==> config.mk <==
export PLATFORM = sky130hd
export DESIGN_NAME = mux_rr_nto1
export DESIGN_NICKNAME = d
export VERILOG_FILES = /design/src/rtl/mux_rr_nto1_pkg.sv /design/src/rtl/mux_rr_nto1_rr_pick.sv /design/src/rtl/mux_rr_nto1.sv
export SDC_FILE = /design/constraint.sdc
export NUM_CORES = 1
export LEC_CHECK = 0
export CAP_MARGIN = 20
export CORE_MARGIN = 2
export CORE_UTILIZATION = 43
export CTS_CLUSTER_SIZE = 8
export DETAILED_ROUTE_END_ITERATION = 8
export PLACE_DENSITY = 0.82
export SLEW_MARGIN = 20
export SYNTH_ARGS = -nofsm -noshare
export SYNTH_HDL_FRONTEND = slang
export SYNTH_HIERARCHICAL = 1
export SYNTH_SLANG_ARGS = --single-unit
==> constraint.sdc <==
create_clock -name clk -period 5.4 [get_ports clk]
set_input_delay 0.81 -clock clk [delete_from_list [all_inputs] [get_ports clk]]
set_output_delay 0.81 -clock clk [all_outputs]
set_load 0.01 [all_outputs]
==> src/rtl/mux_rr_nto1_pkg.sv <==
// Shared definitions for the round-robin N:1 multiplexer.
//   MODE_FIXED / MODE_RR : encodings of the 'mode' input.
//   clog2_min1()         : index width for n channels, never less than 1 bit.
package mux_rr_nto1_pkg;

    localparam logic MODE_FIXED = 1'b0;
    localparam logic MODE_RR    = 1'b1;

    // $clog2 gives 0 for n<=1; a channel-index field must still be one bit wide.
    function automatic int clog2_min1(input int n);
        int w;
        w = $clog2(n);
        if (w < 1) begin
            w = 1;
        end
        return w;
    endfunction

endpackage

==> src/rtl/mux_rr_nto1_rr_pick.sv <==
// Round-robin picker: finds the first asserted request at or after 'ptr',
// wrapping past NCH-1 back to 0. Purely combinational.
// Ports:
//   req     [NCH]  request vector
//   ptr     [SELW] highest-priority channel, must be < NCH
//   gnt_vld        any request asserted
//   gnt_idx [SELW] winning channel index (0 when gnt_vld=0)
module mux_rr_nto1_rr_pick
    import mux_rr_nto1_pkg::*;
#(
    parameter int NCH  = 8,
    parameter int SELW = clog2_min1(NCH)
) (
    input  logic [NCH-1:0]  req,
    input  logic [SELW-1:0] ptr,
    output logic            gnt_vld,
    output logic [SELW-1:0] gnt_idx
);

    localparam logic [SELW:0] NCH_EXT = (SELW+1)'(NCH);

    logic [2*NCH-1:0] req_dbl;
    logic [NCH-1:0]   req_rot;
    logic [SELW-1:0]  off;
    logic [SELW:0]    sum;

    // Rotate so that channel 'ptr' lands at bit 0; the doubled vector
    // supplies the wrapped-around channels above it.
    always_comb begin
        req_dbl = {req, req};
        req_rot = NCH'(req_dbl >> ptr);
    end

    // Lowest set bit of the rotated vector wins.
    always_comb begin
        off = '0;
        for (int i = NCH - 1; i >= 0; i--) begin
            if (req_rot[i]) begin
                off = SELW'(i);
            end
        end
    end

    // Un-rotate: add the pointer back, modulo NCH. ptr+off <= 2*NCH-2,
    // so one conditional subtract is enough.
    always_comb begin
        sum = {1'b0, ptr} + {1'b0, off};
        if (sum >= NCH_EXT) begin
            sum = sum - NCH_EXT;
        end
        gnt_vld = |req;
        gnt_idx = gnt_vld ? sum[SELW-1:0] : '0;
    end

endmodule

==> src/rtl/mux_rr_nto1.sv <==
// N:1 multiplexer with a registered output and valid/ready flow control.
// Mode 0 forwards the channel chosen by 'sel'; mode 1 scans the channels
// round-robin starting after the last channel served.
// Ports:
//   clk, rst_n            clock, async active-low reset
//   din      [NCH*WIDTH]  packed channel data, channel i at [i*WIDTH +: WIDTH]
//   ch_valid [NCH]        per-channel valid
//   ch_ready [NCH]        per-channel accept (combinational, one-hot or zero)
//   mode                  MODE_FIXED / MODE_RR
//   sel      [SELW]       channel used in fixed mode
//   dout     [WIDTH]      registered output word
//   dout_ch  [SELW]       channel that supplied dout
//   dout_valid            output register holds a word
//   out_ready             consumer takes dout this cycle
module mux_rr_nto1
    import mux_rr_nto1_pkg::*;
#(
    parameter int WIDTH = 8,
    parameter int NCH   = 8,
    parameter int SELW  = clog2_min1(NCH)
) (
    input  logic                 clk,
    input  logic                 rst_n,
    input  logic [NCH*WIDTH-1:0] din,
    input  logic [NCH-1:0]       ch_valid,
    output logic [NCH-1:0]       ch_ready,
    input  logic                 mode,
    input  logic [SELW-1:0]      sel,
    output logic [WIDTH-1:0]     dout,
    output logic [SELW-1:0]      dout_ch,
    output logic                 dout_valid,
    input  logic                 out_ready
);

    logic [WIDTH-1:0] dout_q, dout_d;
    logic [SELW-1:0]  dout_ch_q, dout_ch_d;
    logic             dout_valid_q, dout_valid_d;
    logic [SELW-1:0]  rr_ptr_q, rr_ptr_d;

    logic             load;
    logic             fix_vld;
    logic             rr_vld;
    logic [SELW-1:0]  rr_idx;
    logic             grant_vld;
    logic [SELW-1:0]  grant;
    logic [WIDTH-1:0] grant_word;

    mux_rr_nto1_rr_pick #(
        .NCH  (NCH),
        .SELW (SELW)
    ) u_rr_pick (
        .req     (ch_valid),
        .ptr     (rr_ptr_q),
        .gnt_vld (rr_vld),
        .gnt_idx (rr_idx)
    );

    assign load = !dout_valid_q || out_ready;

    // Decoding sel against each real channel means an out-of-range sel
    // (possible when NCH is not a power of two) matches nothing.
    always_comb begin
        fix_vld = 1'b0;
        for (int i = 0; i < NCH; i++) begin
            if (sel == SELW'(i)) begin
                fix_vld = ch_valid[i];
            end
        end
    end

    always_comb begin
        if (mode == MODE_RR) begin
            grant_vld = rr_vld;
            grant     = rr_idx;
        end else begin
            grant_vld = fix_vld;
            grant     = sel;
        end
    end

    always_comb begin
        grant_word = '0;
        for (int i = 0; i < NCH; i++) begin
            if (grant == SELW'(i)) begin
                grant_word = din[i*WIDTH +: WIDTH];
            end
        end
    end

    // While in reset the output register reads empty (load=1), so ready
    // must be gated by rst_n explicitly.
    always_comb begin
        ch_ready = '0;
        for (int i = 0; i < NCH; i++) begin
            ch_ready[i] = rst_n && load && grant_vld && (grant == SELW'(i));
        end
    end

    always_comb begin
        dout_d       = dout_q;
        dout_ch_d    = dout_ch_q;
        dout_valid_d = dout_valid_q;
        rr_ptr_d     = rr_ptr_q;
        if (load) begin
            if (grant_vld) begin
                dout_d       = grant_word;
                dout_ch_d    = grant;
                dout_valid_d = 1'b1;
                if (mode == MODE_RR) begin
                    rr_ptr_d = (grant == SELW'(NCH - 1)) ? '0 : grant + SELW'(1);
                end
            end else begin
                dout_valid_d = 1'b0;
            end
        end
    end

    always_ff @(posedge clk or negedge rst_n) begin
        if (!rst_n) begin
            dout_q       <= '0;
            dout_ch_q    <= '0;
            dout_valid_q <= 1'b0;
            rr_ptr_q     <= '0;
        end else begin
            dout_q       <= dout_d;
            dout_ch_q    <= dout_ch_d;
            dout_valid_q <= dout_valid_d;
            rr_ptr_q     <= rr_ptr_d;
        end
    end

    assign dout       = dout_q;
    assign dout_ch    = dout_ch_q;
    assign dout_valid = dout_valid_q;

endmodule

Word-level counts from Yosys, hierarchy flattened

Cells that the tools add are included.

Register bits: 15
Bits of input ports: 79
Output and inout port bits: 20
Word-level logic and storage cells: 70

Add/subtract/negate cells: 3
$lt $le $gt $ge: 1
Eq/ne operators: 14
Shift-type cells: 1
Mux-type cells: 30
Reduce and logical (&&, ||, !) cells: 17

Operators with widths:

| operator              | number |
|---|---|
| $mux W8               | 8 |
| $mux W3               | 12 |
| $eq A3 B3 Y1 const B  | 8 |
| $shr A16 B3 Y8        | 1 |
| $eq A3 B2 Y1 const B  | 4 |
| $logic_and A1 B1 Y1   | 10 |
| $mux W1               | 10 |
| $reduce_or A8 Y1      | 1 |
| $eq A3 B1 Y1 const B  | 2 |
| $logic_not A3 Y1      | 2 |
| $add A3 B3 Y4         | 1 |
| $ge A4 B4 Y1 const B  | 1 |
| $add A3 B1 Y3 const B | 1 |
| $reduce_and A3 Y1     | 1 |
| $sub A3 B1 Y3 const B | 1 |
| $reduce_and A2 Y1     | 1 |
| $logic_not A1 Y1      | 1 |
| $logic_or A1 B1 Y1    | 1 |

Longest topological paths before layout

Gate-level depths: netlist of run 1.

Depth in word-level cells: 23
Gate-level depth with buffers: 24
Gate-level depth less buffers: 18

Hierarchy

Netlist of run 1, hierarchy kept.

By module, submodules not included:

| module              | times used | cells an instance | area an instance (um^2) | sequential area each (um^2) |
|---|---|---|---|---|
| mux_rr_nto1         | 1          | 175               | 1482.7                  | 375.4 |
| mux_rr_nto1_rr_pick | 1          | 85                | 725.7                   | 0.0 |

Worst setup path before layout of run 1

No wires, ideal clock.

Path type: in2out
Start: in ch_valid[1]
End: out ch_ready[3]
Arrival: 4.274 ns
Required time: 4.590 ns
Slack: 0.316 ns
Cell stages on the path: 17
Buffers on the path: 3
Cell sequence: mux4_2 mux2i_1 o211ai_1 o211ai_1 a32o_1 ha_1 inv_1 fa_1 xnor2_1 nand2_1 mux2i_1 mux2i_1 clkbuf_1 ha_1 clkbuf_1 clkbuf_1 and3_1

Word-level cells in the longest chain between the ends: 16
Elaborated cells on any way between the ends: 27
Classes of those cells: 2 x add/sub; 1 x order compare; 1 x eq/ne; 1 x shift; 19 x mux; 3 x reduce/logical

RTL lines:

| what                                          | RTL line                                             | source |
|---|---|---|
| start: declaration                            | mux_rr_nto1.sv:25                                    | `input logic [NCH-1:0] ch_valid,` |
| $shr A16 B3 Y8                                | mux_rr_nto1_rr_pick.sv:31                            | `req_rot = NCH'(req_dbl >> ptr);` |
| $mux W3 (8 in series)                         | mux_rr_nto1_rr_pick.sv:38                            | `if (req_rot[i]) begin` |
| $add A3 B3 Y4                                 | mux_rr_nto1_rr_pick.sv:47                            | `sum = {1'b0, ptr} + {1'b0, off};` |
| $ge A4 B4 Y1 or $sub A3 B1 Y3 (tied branches) | mux_rr_nto1_rr_pick.sv:48, mux_rr_nto1_rr_pick.sv:49 |  |
| $mux W3                                       | mux_rr_nto1_rr_pick.sv:48                            | `if (sum >= NCH_EXT) begin` |
| $mux W3 *                                     | mux_rr_nto1_rr_pick.sv:52                            | `gnt_idx = gnt_vld ? sum[SELW-1:0] : '0;` |
| via rr_idx[2]                                 | mux_rr_nto1.sv:43                                    | `logic [SELW-1:0] rr_idx;` |
| $mux W3 *                                     | mux_rr_nto1.sv:72                                    | `if (mode == MODE_RR) begin` |
| $eq A3 B2 Y1 *                                | mux_rr_nto1.sv:95                                    | `ch_ready[i] = rst_n && load && grant_vld && (grant == SELW'(i));` |
| $logic_and A1 B1 Y1 *                         | mux_rr_nto1.sv:95                                    |  |
| end: declaration                              | mux_rr_nto1.sv:26                                    | `output logic [NCH-1:0] ch_ready,` |

Mark *: on every way through the listed nets, which the timed path passes. The rest lies on a longest branch.

Worst setup path in the final report of run 1

Start: in ch_valid[5]
End: out ch_ready[3]

Word-level cells in the longest chain between the ends: 16
Elaborated cells on any way between the ends: 23
Classes of those cells: 2 x add/sub; 1 x order compare; 1 x eq/ne; 1 x shift; 15 x mux; 3 x reduce/logical

RTL lines:

| what                                          | RTL line                                             | source |
|---|---|---|
| $shr A16 B3 Y8                                | mux_rr_nto1_rr_pick.sv:31                            |  |
| $mux W3 (8 in series)                         | mux_rr_nto1_rr_pick.sv:38                            |  |
| $add A3 B3 Y4                                 | mux_rr_nto1_rr_pick.sv:47                            |  |
| $ge A4 B4 Y1 or $sub A3 B1 Y3 (tied branches) | mux_rr_nto1_rr_pick.sv:48, mux_rr_nto1_rr_pick.sv:49 |  |
| $mux W3                                       | mux_rr_nto1_rr_pick.sv:48                            |  |
| $mux W3 *                                     | mux_rr_nto1_rr_pick.sv:52                            |  |
| via rr_idx[1]                                 | mux_rr_nto1.sv:43                                    |  |
| $mux W3 *                                     | mux_rr_nto1.sv:72                                    |  |
| via grant[1]                                  | mux_rr_nto1.sv:45                                    | `logic [SELW-1:0] grant;` |
| $eq A3 B2 Y1 *                                | mux_rr_nto1.sv:95                                    |  |
| $logic_and A1 B1 Y1 *                         | mux_rr_nto1.sv:95                                    |  |

Marked as above.

==> flow_metrics.env, run 1 <==
export IMPL_maxCapViolCount=0
export IMPL_grt_pass1_wl_um=12120
export IMPL_crit_required_ns=4.59
export IMPL_critPathCaptureType="output port"
export IMPL_preCtsSetupSlack_ns=-0.1767
export IMPL_clk_path_buf_depth=2
export IMPL_vias=2643
export IMPL_hpwlAfterDp_um=6003
export IMPL_num_antenna_cells=0
export IMPL_hp_start="dout_ch[2]"
export IMPL_die_w_um=75.67
export IMPL_setup_tns_ns=0
export IMPL_period_share_pct=96.74
export IMPL_syn_nets=347
export IMPL_die_area_um2=5725
export IMPL_crit_top_cell="ha_1"
export IMPL_ys_types=50
export IMPL_ys_warn_count=6
export IMPL_synthesis_area_um2=2208
export IMPL_syn_area_per_cell_um2=8.494
export IMPL_n_fill_cell=402
export IMPL_rows=26
export IMPL_nets=464
export IMPL_seq_area_um2=375.4
export IMPL_synth_ff_type="dfrtp_1"
export IMPL_min_to="dout_ch[2]"
export IMPL_fin_crit_ns=5.224
export IMPL_wl_um=7617
export IMPL_grt_antenna_before_repair=0
export IMPL_max_freq_mhz=191.4
export IMPL_ff2ff_setup_slack_ns=0.37
export IMPL_timing_rr_end="dout[0]"
export IMPL_syn_to_final_growth_pct=58.36
export IMPL_grtUsageTotal_pct=27.78
export IMPL_ys_ff_latch=15
export IMPL_p_leak_nw=1.487
export IMPL_tightest_slew_ns=0.8815
export IMPL_routabilityCongestion=0.9021
export IMPL_yosysSeqAreaShare_pct=17.00
export IMPL_power_mw=1.967
export IMPL_cp_start_kind="input pin"
export IMPL_clk_pin_slew_ns=0.07
export IMPL_vias_per_cell=5.926
export IMPL_arrival_ns=4.41
export IMPL_finalHoldViolCount=0
export IMPL_finalSetupViolCount=0
export IMPL_initial_core_util_pct=43.80
export IMPL_numCtsBuffers=3
export IMPL_die_h_um=75.67
export IMPL_grt_max_degree=39
export IMPL_io_pins=99
export IMPL_multi_input_area_um2=1692
export IMPL_timing_slew_headroom_pct=41.05
export IMPL_outcome="completed"
export IMPL_synthArstFlopShare_pct=100.0
export IMPL_drc=0
export IMPL_core_area_um2=5042
export IMPL_vdd_ir_drop_max_uv=313.5
export IMPL_ant_nets=0
export IMPL_overflow=0
export IMPL_layout_drive_gt1_share_pct=21.01
export IMPL_drv_slew=0
export IMPL_cts_root_buffer_cell="clkbuf_8"
export IMPL_syn_instance_count=260
export IMPL_p_per_area_nw_per_um2=562.5
export IMPL_rr_worst_depth=20
export IMPL_reg2reg_from="rr_ptr_q[1]"
export IMPL_cts_tree="done"
export IMPL_hp_class="reg2reg"
export IMPL_whs_ns=0.5082
export IMPL_drt_wirelength_per_cell_um=17.08
export IMPL_drt_first_pass_iters=4
export IMPL_critical_path_max_stage_delay_ns=0.52
export IMPL_critPathSlowestCell="mux4_2"
export IMPL_fin_ws_ns=0.1759
export IMPL_post_route_util_pct=69.35
export IMPL_htreeDepth=1
export IMPL_critPathKind="in2out"
export IMPL_io_buffer_count=98
export IMPL_cp_cell_sequence="clkdlybuf4s50_1 > buf_4 > mux2i_4 > mux4_2 > o31ai_4 > o211ai_1 > a32o_1 > ha_1 > inv_1 > fa_2 > a21oi_1 > mux2_4 > ha_1 > ha_1 > and3_1 > dlygate4sd2_1"
export IMPL_final_setup_skew_ns=0.003820
export IMPL_synth_edf_count=0
export IMPL_grt_pass1_vias=2591
export IMPL_whs_path_depth=1
export IMPL_drt_initial_drc_count=139
export IMPL_clk_latency_ns=0.26
export IMPL_path_max_fanout=7
export IMPL_cts_sinks=15
[per-stage QoR]
step	cells	instance area, um^2
floorplan	260	2208
global placement	440	3411
detailed placement	440	3411
CTS	445	3471
global route	446	3497
finish	446	3497
[power breakdown]
group          switching (mW)  internal (mW)  total (mW)
Sequential             0.0611          0.167       0.228
Clock                  0.0440         0.0513      0.0953
Combinational           0.813          0.831        1.64
Total                   0.918           1.05        1.97
[synthesized netlist by cell type, types with 9 or more instances]
cell type	number	area [um^2]
mux2_2	12	135.1
dfrtp_1	15	375.4
inv_1	13	48.80
nand2_1	26	97.59
o21ai_0	9	45.04
o21a_1	9	67.56
nand2b_1	10	62.56
clkbuf_1	11	41.29
o31ai_1	9	67.56
a21oi_1	16	80.08
nor2b_1	9	56.30
mux2i_1	10	100.1
[routing by layer]
metal	global-route usage [%]	wire (um)	vias to the layer above
met2	49.57	3794	137
met5	0	0	-
met3	6.217	564	37
met1	30.15	2796	1242
met4	15.79	462	0
li1	-	-	1227
[logic make-up after synthesis]
family	Yosys count	synth area share, %
XOR/XNOR	2	0.7933
AND/OR/NAND/NOR	77	19.21
adder cells (fa/ha/maj)	8	4.872
buffers and inverters	36	8.216
AO/OA/AOI/OAI	87	28.44
flip-flops	15	17.00
multiplexers	35	21.47
[worst max-delay path: cells and delay by family]
family	cells	cell delay (ns)
fa+ha+maj	4	0.96
simple gates	1	0.16
buf+inv	4	1.03
compound gates	4	0.64
mux	3	0.80
[state kept, by name, summed over array words and instances, names as in the netlist]
name        cells
dout            8
dout_ch         3
dout_valid      1
rr_ptr_q        3
[cells in the final DEF (no fill, tap or decap), drive strengths merged, types with 3 or more instances in the layout]
cell,instances
mux4,7
dfrtp,15
nand2b,10
dlygate4sd2,6
a21oi,16
clkdlybuf4s50,83
ha,7
nor2b,11
mux2,17
nor3,4
inv,13
buf,37
a31oi,5
and2,3
o21ai,11
o31ai,10
o21a,9
clkbuf,7
mux2i,11
a221o,8
o211ai,3
nand2,26
a211oi,6
o22ai,9
nor2,6
dlymetal6s2s,5
a221oi,5
and4,6
[layout make-up]
cell class	instances	area share (%)
Multi-Input combinational cell	209	48.37
Timing Repair Buffer	135	35.67
Sequential cell	15	10.73
Tap cell	70	2.504
Inverter	13	1.395
Clock buffer	3	1.181
Clock inverter	1	0.1431
[how the worst max path moves through the flow]
stage | from | end | cells past startpoint
floorplan | ch_valid[1] | ch_ready[3] | 17
detailed placement | ch_valid[0] | ch_ready[3] | 15
finish | ch_valid[5] | ch_ready[3] | 16
global route | ch_valid[5] | ch_ready[3] | 17
CTS | ch_valid[1] | ch_ready[2] | 16
global placement | ch_valid[0] | dout[4] | 20
[repair_timing]
item	4_1_cts	5_1_grt
setup endpoints to repair	8	9
hold buffers	0	0
gates resized for setup	14	17
buffers inserted	1	1
pin swaps	0	2
(Power assumes the default switching activity.)
==> inputs of run 2 (changes only) <==
CORE_UTILIZATION = 30   (was 43)
PLACE_DENSITY = default   (was 0.82)
==> run 2 against run 1 <==
Total power increased by 4.3%; fmax increased by 0.15%; clock power decreased by 5.8%; via count down 4.0%; global-route usage fell by 8.0 points; sequential power hardly changed.
==> flow_metrics.env, run 2 (synthesized netlist as in run 1, its figures left out) <==
export IMPL_rr_worst_depth=19
export IMPL_initial_core_util_pct=30.78
export IMPL_path_max_fanout=4
export IMPL_die_h_um=89.80
export IMPL_layout_drive_gt1_share_pct=24.36
export IMPL_drt_first_pass_iters=4
export IMPL_grt_pass1_vias=2752
export IMPL_ant_nets=0
export IMPL_critPathKind="in2out"
export IMPL_io_buffer_count=98
export IMPL_io_pins=99
export IMPL_drt_initial_drc_count=75
export IMPL_cts_tree="done"
export IMPL_htreeDepth=1
export IMPL_dp_cells=484
export IMPL_fin_cells=489
export IMPL_p_leak_nw=1.533
export IMPL_crit_required_ns=4.59
export IMPL_vdd_ir_drop_max_uv=283.4
export IMPL_numCtsBuffers=3
export IMPL_cts_root_buffer_cell="clkbuf_8"
export IMPL_grt_antenna_before_repair=0
export IMPL_clk_latency_ns=0.25
export IMPL_power_mw=2.052
export IMPL_cts_sinks=15
export IMPL_clk_pin_slew_ns=0.07
export IMPL_grt_pass1_wl_um=13030
export IMPL_p_per_area_nw_per_um2=558.2
export IMPL_hpwlAfterDp_um=6522
export IMPL_wl_um=7978
export IMPL_setup_tns_ns=0
export IMPL_timing_slew_headroom_pct=52.49
export IMPL_hp_class="reg2reg"
export IMPL_clk_path_buf_depth=2
export IMPL_preCtsSetupSlack_ns=-0.3082
export IMPL_core_area_um2=7176
export IMPL_period_share_pct=96.60
export IMPL_fin_ws_ns=0.1836
export IMPL_maxCapViolCount=0
export IMPL_vias_per_cell=5.190
export IMPL_largest_register_ffs=8
export IMPL_drc=0
export IMPL_final_cell_mix="clkdlybuf4s50_1 (85), buf_4 (50), nand2_1 (26)"
export IMPL_critPathCaptureType="output port"
export IMPL_grtUsageTotal_pct=19.75
export IMPL_max_freq_mhz=191.7
export IMPL_finalSetupViolCount=0
export IMPL_rows=31
export IMPL_drv_slew=0
export IMPL_layout_commonest_cell="clkdlybuf4s50_1"
export IMPL_arrival_ns=4.41
export IMPL_whs_path_depth=1
export IMPL_vias=2538
export IMPL_die_area_um2=8063
export IMPL_die_w_um=89.80
export IMPL_cp_start_kind="input pin"
export IMPL_final_setup_skew_ns=0.007594
export IMPL_nets=478
export IMPL_overflow=0
export IMPL_num_antenna_cells=0
export IMPL_outcome="completed"
export IMPL_finalHoldViolCount=0
export IMPL_cts_hold_buf=0
export IMPL_whs_ns=0.5077
export IMPL_grt_max_degree=27
export IMPL_syn_to_final_growth_pct=66.46
export IMPL_routabilityCongestion=0.9155
export IMPL_tightest_slew_ns=0.7104
export IMPL_drt_wirelength_per_cell_um=16.31
export IMPL_fin_crit_ns=5.216
[run 2: cell count changes in the layout (fill, tap and decap cells not counted), sizes merged]
cell | previous run | this run
buf | 37 | 51
dlymetal6s2s | 5 | 1
clkdlybuf4s50 | 83 | 85
clkbuf | 7 | 3
dlygate4sd2 | 6 | 12
[run 2: what timing repair did]
| action | in CTS | in global routing |
|---|---|---|
| endpoints found under the setup margin | 8 | 11 |
| hold endpoints to repair | 0 | 0 |
| cloned | 0 | 0 |
| buffers inserted | 1 | 0 |
| pin swaps | 0 | 4 |
| resized for setup | 22 | 7 |
[run 2: cell type report]
type                    instances  area, um^2
clock buffers                   3       41.29
clock inverters                 1       5.005
fillers                       697        3500
inverters                      13       48.80
multi-input cells             209        1727
flip-flops and latches         15       375.4
well taps                      99       123.9
repair buffers                149        1355
[run 2: critical path: stages]
cell and delay (ns):
clkdlybuf4s50_1 0.45, mux4_2 0.53, mux2i_4 0.19, o211ai_1 0.14
o211ai_1 0.19, a32o_2 0.15, ha_1 0.14, inv_1 0.06
fa_2 0.53, a21oi_1 0.04, mux2_4 0.31, ha_1 0.22
ha_1 0.20, and3_1 0.15, dlygate4sd2_1 0.28
[run 2: through the flow]
stage / area, um^2 / util, %
3_3_place_gp: 3560 / 49.61
2_1_floorplan: 2208 / -
6_report: 3676 / 51.23
3_5_place_dp: 3560 / 49.61
5_1_grt: 3676 / 51.23
4_1_cts: 3647 / 50.83
[run 2: per-layer routing]
metal  global-route usage (%)  wire length [um]  vias to the layer above
li1                         -                 -                     1245
met1                    22.87              3240                     1173
met2                    35.73              3963                      108
met3                    5.029               611                       12
met4                    6.154               163                        0
met5                        0                 0                        -
[run 2: final timing paths]
check / to / slack (ns) / startpoint
worst max-delay path: ch_ready[3] / 0.18 / ch_valid[5]
worst min-delay path: dout[4] / 0.51 / dout[4]
worst max register to register: dout[1] / 0.52 / rr_ptr_q[1]
worst min register to register: dout[4] / 0.51 / dout[4]
max in group asynchronous: dout_ch[1] / 3.83 / rst_n
min in group asynchronous: dout[7] / 0.99 / rst_n
[run 2: report_power, final]
| part | total, mW | switching [mW] | internal [mW] |
|---|---|---|---|
| sequential | 0.231 | 0.0641 | 0.167 |
| combinational | 1.73 | 0.819 | 0.912 |
| clock | 0.0898 | 0.0388 | 0.0510 |
==> inputs of run 3 (changes only) <==
CELL_PAD_IN_SITES_DETAIL_PLACEMENT = 0   (was default)
CELL_PAD_IN_SITES_GLOBAL_PLACEMENT = 1   (was default)
PLACE_DENSITY_LB_ADDON = 0.1   (was default)
==> run 3 against run 2 <==
Utilization fell by 0.73 points; clock power rose by 3.3%; register-to-register slack got worse by 0.06 ns; final area fell by 1.4%; sequential power fell by 7%; first-iteration DRC count rose by 19%; largest power group unchanged; critical endpoint is now ch_ready[7]; cell count fell by 0.20%; non-clock buffer count fell by 1; largest cell class unchanged; fmax rose by 0.30%; critical path depth rose by 2.
==> flow_metrics.env, run 3 (synthesized netlist as in run 1, its figures left out) <==
export IMPL_vias_per_cell=5.131
export IMPL_finalHoldViolCount=0
export IMPL_finalSetupViolCount=0
export IMPL_clk_latency_ns=0.25
export IMPL_largest_register_ffs=8
export IMPL_arrival_ns=4.39
export IMPL_hpwlAfterDp_um=6141
export IMPL_grt_max_degree=24
export IMPL_cts_hold_buf=0
export IMPL_maxCapViolCount=0
export IMPL_vias=2504
export IMPL_grt_pass1_vias=2639
export IMPL_drt_first_pass_iters=4
export IMPL_final_cell_mix="clkdlybuf4s50_1 (83), buf_4 (49), nand2_1 (26)"
export IMPL_ant_nets=0
export IMPL_fin_crit_ns=5.201
export IMPL_critPathKind="in2out"
export IMPL_drt_wirelength_per_cell_um=15.77
export IMPL_die_area_um2=8063
export IMPL_hp_start="dout_ch[2]"
export IMPL_cp_start_kind="input pin"
export IMPL_grt_antenna_before_repair=0
export IMPL_cts_sinks=15
export IMPL_cp_cell_sequence="clkdlybuf4s50_1 > mux4_2 > mux2i_1 > o211ai_1 > o211ai_1 > a32o_1 > ha_1 > inv_1 > fa_1 > xnor2_2 > nand2_1 > mux2i_1 > mux2i_2 > inv_2 > ha_1 > and3_1 > dlygate4sd2_1"
export IMPL_whs_ns=0.5122
export IMPL_placed_cell_area_um2=3537
export IMPL_hp_class="reg2reg"
export IMPL_path_max_fanout=3
export IMPL_htreeDepth=1
export IMPL_dp_cells=481
export IMPL_drt_initial_drc_count=89
export IMPL_io_pins=99
export IMPL_io_buffer_count=98
export IMPL_nets=477
export IMPL_syn_to_final_growth_pct=64.08
export IMPL_overflow=0
export IMPL_critPathSlowestCell="mux4_2"
export IMPL_reg2reg_from="rr_ptr_q[1]"
export IMPL_drv_slew=0
export IMPL_cts_tree="done"
export IMPL_rows=31
export IMPL_critical_path_max_stage_delay_ns=0.49
export IMPL_initial_core_util_pct=30.78
export IMPL_routabilityCongestion=0.8900
export IMPL_clk_pin_slew_ns=0.06
export IMPL_p_leak_nw=1.551
export IMPL_tightest_slew_ns=0.9166
export IMPL_die_h_um=89.80
export IMPL_die_w_um=89.80
export IMPL_grt_pass1_wl_um=12860
export IMPL_crit_required_ns=4.59
export IMPL_numCtsBuffers=3
export IMPL_period_share_pct=96.31
export IMPL_critPathCaptureType="output port"
export IMPL_layout_drive_gt1_share_pct=23.14
export IMPL_final_setup_skew_ns=0.0007438
export IMPL_wl_um=7695
export IMPL_vdd_ir_drop_max_uv=186.2
export IMPL_layout_commonest_cell="clkdlybuf4s50_1"
export IMPL_outcome="completed"
export IMPL_final_cell_area_um2=3623
export IMPL_cts_root_buffer_cell="clkbuf_8"
export IMPL_max_freq_mhz=192.3
export IMPL_p_per_area_nw_per_um2=567.8
export IMPL_fin_cells=488
export IMPL_drc=0
export IMPL_clk_path_buf_depth=2
export IMPL_grtUsageTotal_pct=19.06
export IMPL_timing_slew_headroom_pct=38.70
export IMPL_num_antenna_cells=0
export IMPL_cp_startpoint="ch_valid[3]"
export IMPL_core_area_um2=7176
export IMPL_n_fill_cell=697
## run 3: path summary, 6_finish.rpt
kind	cells past startpoint	slack, ns	to
min reg2reg	1	0.51	dout_ch[2]
min in group asynchronous	1	1.08	rr_ptr_q[2]
max reg2reg	21	0.46	dout[2]
max	17	0.20	ch_ready[7]
min	1	0.51	dout_ch[2]
max in group asynchronous	1	3.76	dout[7]
## run 3: where the power goes
part | leakage [nW] | switching, mW | internal (mW)
Sequential | 0.182 | 0.0482 | 0.167
Clock | 0.0228 | 0.0405 | 0.0523
Combinational | 1.35 | 0.834 | 0.916
Total | 1.55 | 0.922 | 1.14
## run 3: final cells by class
| cell class | count | area [um^2] | share of cell area [%] |
|---|---|---|---|
| clock buffer | 4 | 45.04 | 1.243 |
| inverter | 13 | 48.80 | 1.347 |
| multi-input combinational | 209 | 1678 | 46.31 |
| sequential | 15 | 375.4 | 10.36 |
| tap | 99 | 123.9 | 3.419 |
| timing repair buffer | 148 | 1353 | 37.33 |
## run 3: per-stage QoR
step	power [mW]	setup TNS, ns	setup WS, ns	utilization, %
after global routing	2.261	-0.008861	-0.008861	50.50
after global placement	1.930	-0.8357	-0.09273	49.29
after detailed placement	1.926	-1.146	-0.1287	49.29
after floorplan	1.294	0	0.3159	-
final	2.057	0	0.1990	50.50
after CTS	2.037	0	0.01238	49.92
## run 3: critical path: cells and delay by family
kind / cells / cell delay, ns
XOR/XNOR: 1 / 0.15
AND/OR/NAND/NOR: 2 / 0.22
adder cells (fa/ha/maj): 3 / 0.81
AO/OA/AOI/OAI: 3 / 0.50
multiplexers: 4 / 1.03
buffers and inverters: 4 / 0.86
## run 3: timing repair
action	in CTS	in global routing
cloned	0	0
gates resized for setup	15	10
pin swaps	0	1
setup buffers	0	3
endpoints found under the setup margin	8	11
## run 3: per-layer routing
layer	GRT usage [%]	vias to the layer above	share of wire [%]
li1	-	1244	-
met1	22.91	1153	41
met2	33.65	93	49
met3	4.862	14	6.9
met4	5.513	0	2.7
met5	0	-	0
